## config.mk

```make
export PLATFORM = sky130hd
export DESIGN_NAME = uart_echo_initiator
export DESIGN_NICKNAME = d
export VERILOG_FILES = /design/src/rtl/uart_pkg.sv /design/src/rtl/echo_tx_shifter.sv /design/src/rtl/uart_echo_initiator.sv
export SDC_FILE = /design/constraint.sdc
export NUM_CORES = 1
export LEC_CHECK = 0
export ABC_AREA = 0
export BUFFER_PORTS_ARGS = -buffer_cell sky130_fd_sc_hd__buf_2
export CAP_MARGIN = 10
export CORE_AREA = 2 2 89 91
export DETAILED_ROUTE_END_ITERATION = 8
export DIE_AREA = 0 0 91 93
export GPL_TIMING_DRIVEN = 0
export PLACE_DENSITY = 0.8
export SETUP_SLACK_MARGIN = 0.5
export SYNTH_ARGS = -nofsm -noshare
export SYNTH_HDL_FRONTEND = slang
export SYNTH_SLANG_ARGS = --single-unit
```

## constraint.sdc

```tcl
create_clock -name i_Clock -period 2.7 [get_ports i_Clock]
set_input_delay 0 -clock i_Clock [delete_from_list [all_inputs] [get_ports i_Clock]]
set_output_delay 0 -clock i_Clock [all_outputs]
set_load 0.02 [all_outputs]
```

## src/rtl/uart_pkg.sv

```systemverilog
// Shared UART line levels, frame geometry and the echo-initiator state encoding.
package uart_pkg;

    localparam int   CLK_HZ               = 25_000_000;
    localparam int   BAUD                 = 115_200;
    localparam int   DEFAULT_CLKS_PER_BIT = CLK_HZ / BAUD;

    localparam logic UART_IDLE_LVL  = 1'b1;
    localparam logic UART_START_LVL = 1'b0;
    localparam logic UART_STOP_LVL  = 1'b1;
    localparam int   UART_DATA_BITS = 8;

    typedef enum logic [2:0] {
        ST_IDLE,
        ST_START_BIT,
        ST_DATA_BITS,
        ST_STOP_BIT,
        ST_WAIT_ECHO,
        ST_GAP
    } echo_state_e;

    function automatic logic [7:0] sat_inc8(input logic [7:0] v);
        return (v == 8'hFF) ? v : v + 8'd1;
    endfunction

endpackage

```

## src/rtl/echo_tx_shifter.sv

```systemverilog
// Bit-timed UART frame serialiser: parallel load, start bit, 8 data bits LSB first, stop bit.
module echo_tx_shifter
    import uart_pkg::*;
#(
    parameter int CLKS_PER_BIT = DEFAULT_CLKS_PER_BIT
) (
    input  logic       i_clk,
    input  logic       i_rst_n,
    input  logic       i_load,
    input  logic [7:0] i_data,
    output logic       o_tx,
    output logic       o_bit_done,
    output logic       o_frame_done,
    output logic [3:0] o_bit_idx
);

    localparam int            CW       = (CLKS_PER_BIT > 1) ? $clog2(CLKS_PER_BIT) : 1;
    localparam logic [CW-1:0] CNT_MAX  = CW'(CLKS_PER_BIT - 1);
    localparam logic [3:0]    LAST_IDX = 4'(UART_DATA_BITS + 1);

    logic [9:0]    frame_q, frame_d;
    logic [3:0]    idx_q, idx_d;
    logic [CW-1:0] cnt_q, cnt_d;
    logic          active_q, active_d;
    logic          tx_q, tx_d;

    assign o_bit_done   = active_q && (cnt_q == CNT_MAX);
    assign o_frame_done = o_bit_done && (idx_q == LAST_IDX);
    assign o_bit_idx    = idx_q;
    assign o_tx         = tx_q;

    // frame_q[0] always holds the bit currently on the line
    always_comb begin
        frame_d  = frame_q;
        idx_d    = idx_q;
        cnt_d    = cnt_q;
        active_d = active_q;
        tx_d     = tx_q;
        if (i_load) begin
            frame_d  = {UART_STOP_LVL, i_data, UART_START_LVL};
            idx_d    = 4'd0;
            cnt_d    = '0;
            active_d = 1'b1;
            tx_d     = UART_START_LVL;
        end else if (active_q) begin
            if (o_bit_done) begin
                cnt_d = '0;
                if (o_frame_done) begin
                    active_d = 1'b0;
                    tx_d     = UART_IDLE_LVL;
                end else begin
                    idx_d   = idx_q + 4'd1;
                    frame_d = {UART_IDLE_LVL, frame_q[9:1]};
                    tx_d    = frame_q[1];
                end
            end else begin
                cnt_d = cnt_q + 1'b1;
            end
        end
    end

    always_ff @(posedge i_clk or negedge i_rst_n) begin
        if (!i_rst_n) begin
            frame_q  <= '1;
            idx_q    <= 4'd0;
            cnt_q    <= '0;
            active_q <= 1'b0;
            tx_q     <= UART_IDLE_LVL;
        end else begin
            frame_q  <= frame_d;
            idx_q    <= idx_d;
            cnt_q    <= cnt_d;
            active_q <= active_d;
            tx_q     <= tx_d;
        end
    end

endmodule

```

## src/rtl/uart_echo_initiator.sv

```systemverilog
// Host-side echo tester: sends a run of incrementing bytes, checks each echo, keeps pass/error/timeout status.
module uart_echo_initiator
    import uart_pkg::*;
#(
    parameter int         CLKS_PER_BIT = DEFAULT_CLKS_PER_BIT,
    parameter int         NUM_BYTES    = 16,
    parameter logic [7:0] START_BYTE   = 8'h00,
    parameter int         TIMEOUT_CLKS = 6510
) (
    input  logic       i_Clock,
    input  logic       i_Rst_L,
    input  logic       i_Start,
    input  logic       i_RX_DV,
    input  logic [7:0] i_RX_Byte,
    output logic       o_TX_Serial,
    output logic       o_Busy,
    output logic [7:0] o_Last_Sent,
    output logic [7:0] o_Pass_Count,
    output logic [7:0] o_Err_Count,
    output logic       o_Timeout,
    output logic       o_Done
);

    localparam int            TW       = $clog2(TIMEOUT_CLKS + 1);
    localparam logic [TW-1:0] TMO_MAX  = TW'(TIMEOUT_CLKS - 1);
    localparam int            GW       = (CLKS_PER_BIT > 1) ? $clog2(CLKS_PER_BIT) : 1;
    localparam logic [GW-1:0] GAP_MAX  = GW'(CLKS_PER_BIT - 1);
    localparam logic [7:0]    LAST_IDX = 8'(NUM_BYTES - 1);

    echo_state_e   state_q, state_d;
    logic [7:0]    idx_q, idx_d;
    logic [7:0]    exp_q, exp_d;
    logic [7:0]    pass_q, pass_d;
    logic [7:0]    err_q, err_d;
    logic          tmo_flag_q, tmo_flag_d;
    logic [TW-1:0] tmo_cnt_q, tmo_cnt_d;
    logic [GW-1:0] gap_cnt_q, gap_cnt_d;
    logic          busy_q, busy_d;
    logic          done_q, done_d;

    logic       load;
    logic [7:0] load_byte;
    logic       bit_done;
    logic       frame_done;
    logic [3:0] bit_idx;

    echo_tx_shifter #(
        .CLKS_PER_BIT(CLKS_PER_BIT)
    ) u_tx (
        .i_clk       (i_Clock),
        .i_rst_n     (i_Rst_L),
        .i_load      (load),
        .i_data      (load_byte),
        .o_tx        (o_TX_Serial),
        .o_bit_done  (bit_done),
        .o_frame_done(frame_done),
        .o_bit_idx   (bit_idx)
    );

    // exp_q is both the byte on the wire and the value the echo must match
    always_comb begin
        state_d    = state_q;
        idx_d      = idx_q;
        exp_d      = exp_q;
        pass_d     = pass_q;
        err_d      = err_q;
        tmo_flag_d = tmo_flag_q;
        tmo_cnt_d  = tmo_cnt_q;
        gap_cnt_d  = gap_cnt_q;
        busy_d     = busy_q;
        done_d     = 1'b0;
        load       = 1'b0;
        load_byte  = exp_q;
        case (state_q)
            ST_IDLE: begin
                if (i_Start) begin
                    pass_d     = 8'd0;
                    err_d      = 8'd0;
                    tmo_flag_d = 1'b0;
                    idx_d      = 8'd0;
                    exp_d      = START_BYTE;
                    load       = 1'b1;
                    load_byte  = START_BYTE;
                    busy_d     = 1'b1;
                    state_d    = ST_START_BIT;
                end
            end
            ST_START_BIT: begin
                if (bit_done) state_d = ST_DATA_BITS;
            end
            ST_DATA_BITS: begin
                if (bit_done && (bit_idx == 4'(UART_DATA_BITS))) state_d = ST_STOP_BIT;
            end
            ST_STOP_BIT: begin
                if (frame_done) begin
                    tmo_cnt_d = '0;
                    state_d   = ST_WAIT_ECHO;
                end
            end
            ST_WAIT_ECHO: begin
                tmo_cnt_d = tmo_cnt_q + 1'b1;
                // an echo arriving on the expiry cycle takes priority over the timeout
                if (i_RX_DV) begin
                    if (i_RX_Byte == exp_q) pass_d = sat_inc8(pass_q);
                    else                    err_d  = sat_inc8(err_q);
                    gap_cnt_d = '0;
                    state_d   = ST_GAP;
                end else if (tmo_cnt_q == TMO_MAX) begin
                    err_d      = sat_inc8(err_q);
                    tmo_flag_d = 1'b1;
                    gap_cnt_d  = '0;
                    state_d    = ST_GAP;
                end
            end
            ST_GAP: begin
                if (gap_cnt_q == GAP_MAX) begin
                    gap_cnt_d = '0;
                    if (idx_q < LAST_IDX) begin
                        idx_d     = idx_q + 8'd1;
                        exp_d     = exp_q + 8'd1;
                        load      = 1'b1;
                        load_byte = exp_q + 8'd1;
                        state_d   = ST_START_BIT;
                    end else begin
                        done_d  = 1'b1;
                        busy_d  = 1'b0;
                        state_d = ST_IDLE;
                    end
                end else begin
                    gap_cnt_d = gap_cnt_q + 1'b1;
                end
            end
            default: state_d = ST_IDLE;
        endcase
    end

    always_ff @(posedge i_Clock or negedge i_Rst_L) begin
        if (!i_Rst_L) begin
            state_q    <= ST_IDLE;
            idx_q      <= 8'd0;
            exp_q      <= START_BYTE;
            pass_q     <= 8'd0;
            err_q      <= 8'd0;
            tmo_flag_q <= 1'b0;
            tmo_cnt_q  <= '0;
            gap_cnt_q  <= '0;
            busy_q     <= 1'b0;
            done_q     <= 1'b0;
        end else begin
            state_q    <= state_d;
            idx_q      <= idx_d;
            exp_q      <= exp_d;
            pass_q     <= pass_d;
            err_q      <= err_d;
            tmo_flag_q <= tmo_flag_d;
            tmo_cnt_q  <= tmo_cnt_d;
            gap_cnt_q  <= gap_cnt_d;
            busy_q     <= busy_d;
            done_q     <= done_d;
        end
    end

    assign o_Busy       = busy_q;
    assign o_Last_Sent  = exp_q;
    assign o_Pass_Count = pass_q;
    assign o_Err_Count  = err_q;
    assign o_Timeout    = tmo_flag_q;
    assign o_Done       = done_q;

endmodule

```

### Yosys cells after proc, flatten, opt, wreduce, memory -nomap -nowiden

Cells that the tools add are included.

* order comparisons: 1
* shift-type cells: 0
* reduce and logical (&&, ||, !) cells: 20
* divide/modulo/power cells: 0
* multiply operators: 0
* add/sub/neg operators: 8
* eq/ne operators: 28
* bitwise operators: 0
* mux-type cells: 66

Operator list (number)
* $mux 8: 19
* $pmux 8 s2: 5
* $add 8x1->8 const B: 6
* $mux 10: 4
* $eq 8x8->1 const B: 4
* $ne 2x2->1 const B: 13
* $pmux 13 s2: 1
* $mux 1: 21
* $mux 3: 7
* $pmux 3 s6: 1
* $mux 4: 4
* $reduce_and 4->1: 4
* $add 13x1->13 const B: 1
* $eq 13x13->1 const B: 1
* $mux 13: 1
* $reduce_bool 2->1: 6
* $eq 4x4->1 const B: 2
* $eq 8x8->1: 1
* $lt 8x4->1 const B: 1
* $eq 3x2->1 const B: 2
* $eq 3x3->1 const B: 2
* $ne 3x3->1 const B: 2
* $pmux 1 s2: 3
* $reduce_and 2->1: 3
* other kinds (7): 9

* output and inout bits: 28
* ROM bits: 0
* register bits after elaboration: 83
* bits in latches: 0
* bits in writable memories: 0
* word-level logic and storage cells: 138
* memories kept: 0

### Longest topological paths before layout

* depth in word-level cells: 7
* depth in mapped cells: 9

### Modules after synthesis

Synthesis repeated with hierarchy kept, for this count alone.

* cell total of the unflattened synthesis: 474
* area total of the unflattened synthesis: 4543.1 sq um

By module, submodules not included
* uart_echo_initiator: area an instance 3200.6 sq um, seq. area each 1476.4 sq um, times used 1, cells each 337
* echo_tx_shifter: area an instance 1342.5 sq um, seq. area each 561.8 sq um, times used 1, cells each 137

### Worst setup path before layout

No wires, ideal clock.

* path kind: register -> register
* from: reg pass_q[0] (netlist: o_Pass_Count[0])
* to: reg pass_q[5] (netlist: o_Pass_Count[5])
* clock period less this slack: 2088 ps
* stages on the path, launching flop included: 8
* data required time: 2621 ps
* path slack: 612 ps
* arrival: 2009 ps
* path through: dfrtp_1 > ha_1 > nand3_1 > o21ai_1 > or4_4 > buf_2 > nor3_2 > mux2i_1

* word-level cells in the longest chain between the ends: 5

Ends and longest elaborated chain
* start: declaration: line uart_echo_initiator.sv:33 `logic [7:0] pass_q, pass_d;`
* start signal: assignment: line uart_echo_initiator.sv:153 `pass_q <= pass_d;`
* $add 8x1->8: line uart_pkg.sv:23 `return (v == 8'hFF) ? v : v + 8'd1;`
* $mux 8: line uart_pkg.sv:23
* $mux 8: line uart_echo_initiator.sv:104 `if (i_RX_Byte == exp_q) pass_d = sat_inc8(pass_q);`
* $mux 8: line uart_echo_initiator.sv:103 `if (i_RX_DV) begin`
* $pmux 8 s2: line uart_echo_initiator.sv:74 `case (state_q)`

Several ways; a longest one is shown, not always the timed one. The select of a mux whose other input is x is not followed.
A chain may end at the register's enable or synchronous reset.

### Worst setup path after layout

* from: reg gap_cnt_q[0]
* to: reg u_tx.cnt_q[3]

* word-level cells in the longest chain between the ends: 4

Ends and longest elaborated chain
* start: declaration: line uart_echo_initiator.sv:37 `logic [GW-1:0] gap_cnt_q, gap_cnt_d;`
* start signal: assignment: line uart_echo_initiator.sv:157 `gap_cnt_q <= gap_cnt_d;`
* $eq 8x8->1 (*): line uart_echo_initiator.sv:116 `if (gap_cnt_q == GAP_MAX) begin`
* $mux 1 (*): line uart_echo_initiator.sv:116
* $pmux 1 s2 (*): line uart_echo_initiator.sv:74
* $mux 8 / $reduce_bool 2->1 (equally long branches)
* end signal: assignment: line echo_tx_shifter.sv:72 `cnt_q <= cnt_d;`
* end: declaration: line echo_tx_shifter.sv:23 `logic [CW-1:0] cnt_q, cnt_d;`

Every way passes the cells marked *; elsewhere a longest branch is shown, timed or not.

==> out/metrics.csv <==
metric,value,unit
worst_slack,0.5355,ns
outcome,completed,
area_growth,16.64,%
total_nets_after_synthesis,502,
drive_gt1_share,21.73,%
tritoncts_clock_tree,done,
finalHoldViolCount,0,
layout.nets,563,
synth-edff-count,0,
core_region_area,0.007527,mm2
final.period_utilization,80.17,%
start_kind,flip-flop,
crit_path_end_kind,flip-flop,
slew_at_the_pin_closest_to_its_max_slew_limit,0.7062,ns
grt_usage,25.20,%
die_h,93,um
final_min_period,2.165,ns
fp-row-count,32,
cts.sink_count,81,
drt_pass1_iterations,5,
critPathRequiredTime,2.92,ns
ir_drop,0.2568,mV
fin_hold_ws,0.05785,ns
via_per_inst,6.079,
routed-via-count,3921,
worst_slew_margin_rel,52.92,%
overflow,0,
drtAntennaViolNets,0,
multi_input_area,0.002352,mm2
postSynthCellCount,477,
cell_internal_pwr,0.001687,W
antenna_found_initial,0,
synth_flop_cell,sky130_fd_sc_hd__dfrtp_1,
power_frac_clock,41.1,%
total_negative_setup_slack,0,ns
ys_seq_elements,81,
finalWirelength,10350,um
port_buffers,39,
yosysWarningCount,0,
synth_top_area_share,40.68,%
residual_drc,0,
horizontal_extent_of_the_die,91,um
n_fill_cell,609,
detail_route.iter0.violations,357,
cts_made_buffers,9,
synth.top_cells.by_count,"72 x sky130_fd_sc_hd__dfrtp_1, 45 x sky130_fd_sc_hd__nand2_1, 42 x sky130_fd_sc_hd__o21ai_0",
path_type_of_the_worst_min_delay_path,in -> reg,
die_area,0.008463,mm2
floorplan.initialDensity,58.84,%
regToRegSetupSlack,0.54,ns
dpl_worst_slack,0.2870,ns
design.portCount,40,
cap_violations,0,
grt_first_pass_wirelength,17240,um
rsz0062_at_grt,true,
clock_insertion_delay_at_the_later_pin_of_the_skew_report,0.35,ns
data_arrival_time_at_the_worst_slack_endpoint,2.38,ns
switching_power,0.0004906,W
power_density,421.4,mW/mm2
power.switching_fraction,22.53,%
post-dp-hpwl,7115,um
clock_skew,0.008029,ns
cts_max_level,3,
asyncSetResetFlopFracSynth,100.0,%
worst-setup-path-type,reg -> reg,
antenna_cells,0,
syn-mean-instance-area,9.286,um2
synth.most_common_cell,sky130_fd_sc_hd__dfrtp_1,
synthDominantAreaCellType,sky130_fd_sc_hd__dfrtp_1,
grt_start_max_net_pins,43,
ctsLongestPathBuffers,2,
netlist-cell-type-count,51,
share_comb_of_total_power,3.0,%
synth.area.top_cells,"sky130_fd_sc_hd__dfrtp_1 41%, sky130_fd_sc_hd__dfstp_2 5.3%, sky130_fd_sc_hd__o21ai_0 4.7%",
avgRoutedWirePerCell,16.04,um
p_leak,2.232,nW
gp_congestion,0.8501,
pwr-share-seq,56.0,%
seq_area,0.002039,mm2
drv_slew,0,
post_synthesis_sequential_area_ratio,46.02,%
finalSetupViolCount,0,
clock.fmax,462.0,MHz
crit_path_max_fanout,10,
syn_area,0.004429,mm2
clk_pin_slew,0.08,ns
cts_root_buf,sky130_fd_sc_hd__clkbuf_8,
via_count_of_the_first_global_routing_pass,3616,
worst paths after layout:
path / from / endpoint / depth (start not counted)
min in group asynchronous: i_Rst_L / o_Err_Count[0]$_DFFE_PN0P_ / 2
hold / removal: i_RX_DV / o_Timeout$_DFFE_PN0P_ / 4
setup / recovery: gap_cnt_q[0]$_DFFE_PN0P_ / u_tx.cnt_q[3]$_DFFE_PN0P_ / 9
hold reg to reg: idx_q[7]$_DFFE_PN0P_ / idx_q[7]$_DFFE_PN0P_ / 1
max in group asynchronous: i_Rst_L / state_q[2]$_DFFE_PN0P_ / 3
setup reg to reg: gap_cnt_q[0]$_DFFE_PN0P_ / u_tx.cnt_q[3]$_DFFE_PN0P_ / 9
layer usage:
metal	vias to the layer above	part of all wire (%)	global-route usage, %	routed length [um]
li1	1868	-	-	-
met1	1900	44	34.90	4582
met2	135	49	41.42	5046
met3	18	5.4	2.659	555
met4	0	1.6	9.343	163
met5	-	0	0	0
timing repair:
action,CTS,global route
gates resized for setup,13,30
pin swaps,0,3
hold buffers,1,0
hold endpoints to repair,39,0
setup buffers,1,8
endpoints found under the setup margin,40,54
power by group through the flow:
stage | combinational (W) | sequential [W] | clock (W)
2_1_floorplan | 0.0000156 | 0.00124 | 0
3_3_place_gp | 0.0000585 | 0.00124 | 0
3_5_place_dp | 0.0000640 | 0.00124 | 0
4_1_cts | 0.0000654 | 0.00122 | 0.000899
5_1_grt | 0.0000734 | 0.00122 | 0.000957
6_report | 0.0000648 | 0.00122 | 0.000894
layout make-up:
class                           instances  area share [%]
Multi-Input combinational cell        362           45.53
Sequential cell                        81           39.48
Timing Repair Buffer                   50           5.716
Clock buffer                           11           2.737
Tap cell                              102           2.470
Buffer                                 21           2.059
Clock inverter                          5           1.066
Inverter                               13          0.9445
registers in the layout, summed over array words and instances (netlist names), 3 cells and up:
register,count
u_tx.o_bit_idx,4
o_Pass_Count,8
idx_q,8
o_Err_Count,8
u_tx.cnt_q,8
u_tx.frame_q,8
o_Last_Sent,8
state_q,3
tmo_cnt_q,13
gap_cnt_q,8
metrics by stage:
| step | power, W | utilization, % | cell area [um2] | instances |
|---|---|---|---|---|
| floorplan | 0.001260 | - | 4429 | 477 |
| global placement | 0.001301 | 63.13 | 4752 | 618 |
| detailed placement | 0.001306 | 63.43 | 4775 | 619 |
| CTS | 0.002183 | 66.79 | 5027 | 637 |
| global route | 0.002250 | 68.63 | 5166 | 645 |
| finish | 0.002177 | 68.63 | 5166 | 645 |
cell families after synthesis:
| logic type | after synthesis | synth area share, % |
|---|---|---|
| buffers and inverters | 34 | 3.023 |
| AND/OR/NAND/NOR | 197 | 24.04 |
| multiplexers | 12 | 2.740 |
| flip-flops | 81 | 46.02 |
| AO/OA/AOI/OAI | 120 | 16.55 |
| XOR/XNOR | 20 | 3.955 |
| adder cells (fa/ha/maj) | 13 | 3.672 |
cells in the final DEF, fill, tap and decap left out, types with 3 or more instances in the layout:
cell type and n:
sky130_fd_sc_hd__nand2_1 45, sky130_fd_sc_hd__and3b_1 3, sky130_fd_sc_hd__a31oi_1 12, sky130_fd_sc_hd__or3_1 4, sky130_fd_sc_hd__ha_1 13, sky130_fd_sc_hd__a21oi_1 22, sky130_fd_sc_hd__xor2_1 4, sky130_fd_sc_hd__and2_1 9
sky130_fd_sc_hd__dfrtp_1 71, sky130_fd_sc_hd__dfstp_2 9, sky130_fd_sc_hd__nand4_1 11, sky130_fd_sc_hd__or2_2 3, sky130_fd_sc_hd__clkbuf_8 10, sky130_fd_sc_hd__buf_2 43, sky130_fd_sc_hd__buf_4 11, sky130_fd_sc_hd__clkbuf_1 6
sky130_fd_sc_hd__o31ai_1 7, sky130_fd_sc_hd__or4_1 6, sky130_fd_sc_hd__inv_1 13, sky130_fd_sc_hd__nand4bb_1 4, sky130_fd_sc_hd__nor2_1 31, sky130_fd_sc_hd__o41ai_1 3, sky130_fd_sc_hd__clkbuf_2 8, sky130_fd_sc_hd__nand4b_1 5
sky130_fd_sc_hd__a21o_1 5, sky130_fd_sc_hd__o21ai_0 42, sky130_fd_sc_hd__nor2_2 3, sky130_fd_sc_hd__mux2i_1 11, sky130_fd_sc_hd__o22ai_1 5, sky130_fd_sc_hd__nand3_1 27, sky130_fd_sc_hd__nor3_1 12, sky130_fd_sc_hd__nand2b_1 6
sky130_fd_sc_hd__xnor2_1 16, sky130_fd_sc_hd__and3_1 13, sky130_fd_sc_hd__o211ai_1 5
worst max-delay path: stages (launching register included):
cell	delay (ns)
sky130_fd_sc_hd__dfrtp_1	0.42
sky130_fd_sc_hd__inv_1	0.08
sky130_fd_sc_hd__ha_1	0.14
sky130_fd_sc_hd__nand3b_1	0.20
sky130_fd_sc_hd__or2_4	0.36
sky130_fd_sc_hd__o21ai_4	0.22
sky130_fd_sc_hd__and2_1	0.15
sky130_fd_sc_hd__buf_2	0.18
sky130_fd_sc_hd__buf_4	0.21
sky130_fd_sc_hd__nor3_1	0.08
(Power assumes the default switching activity.)
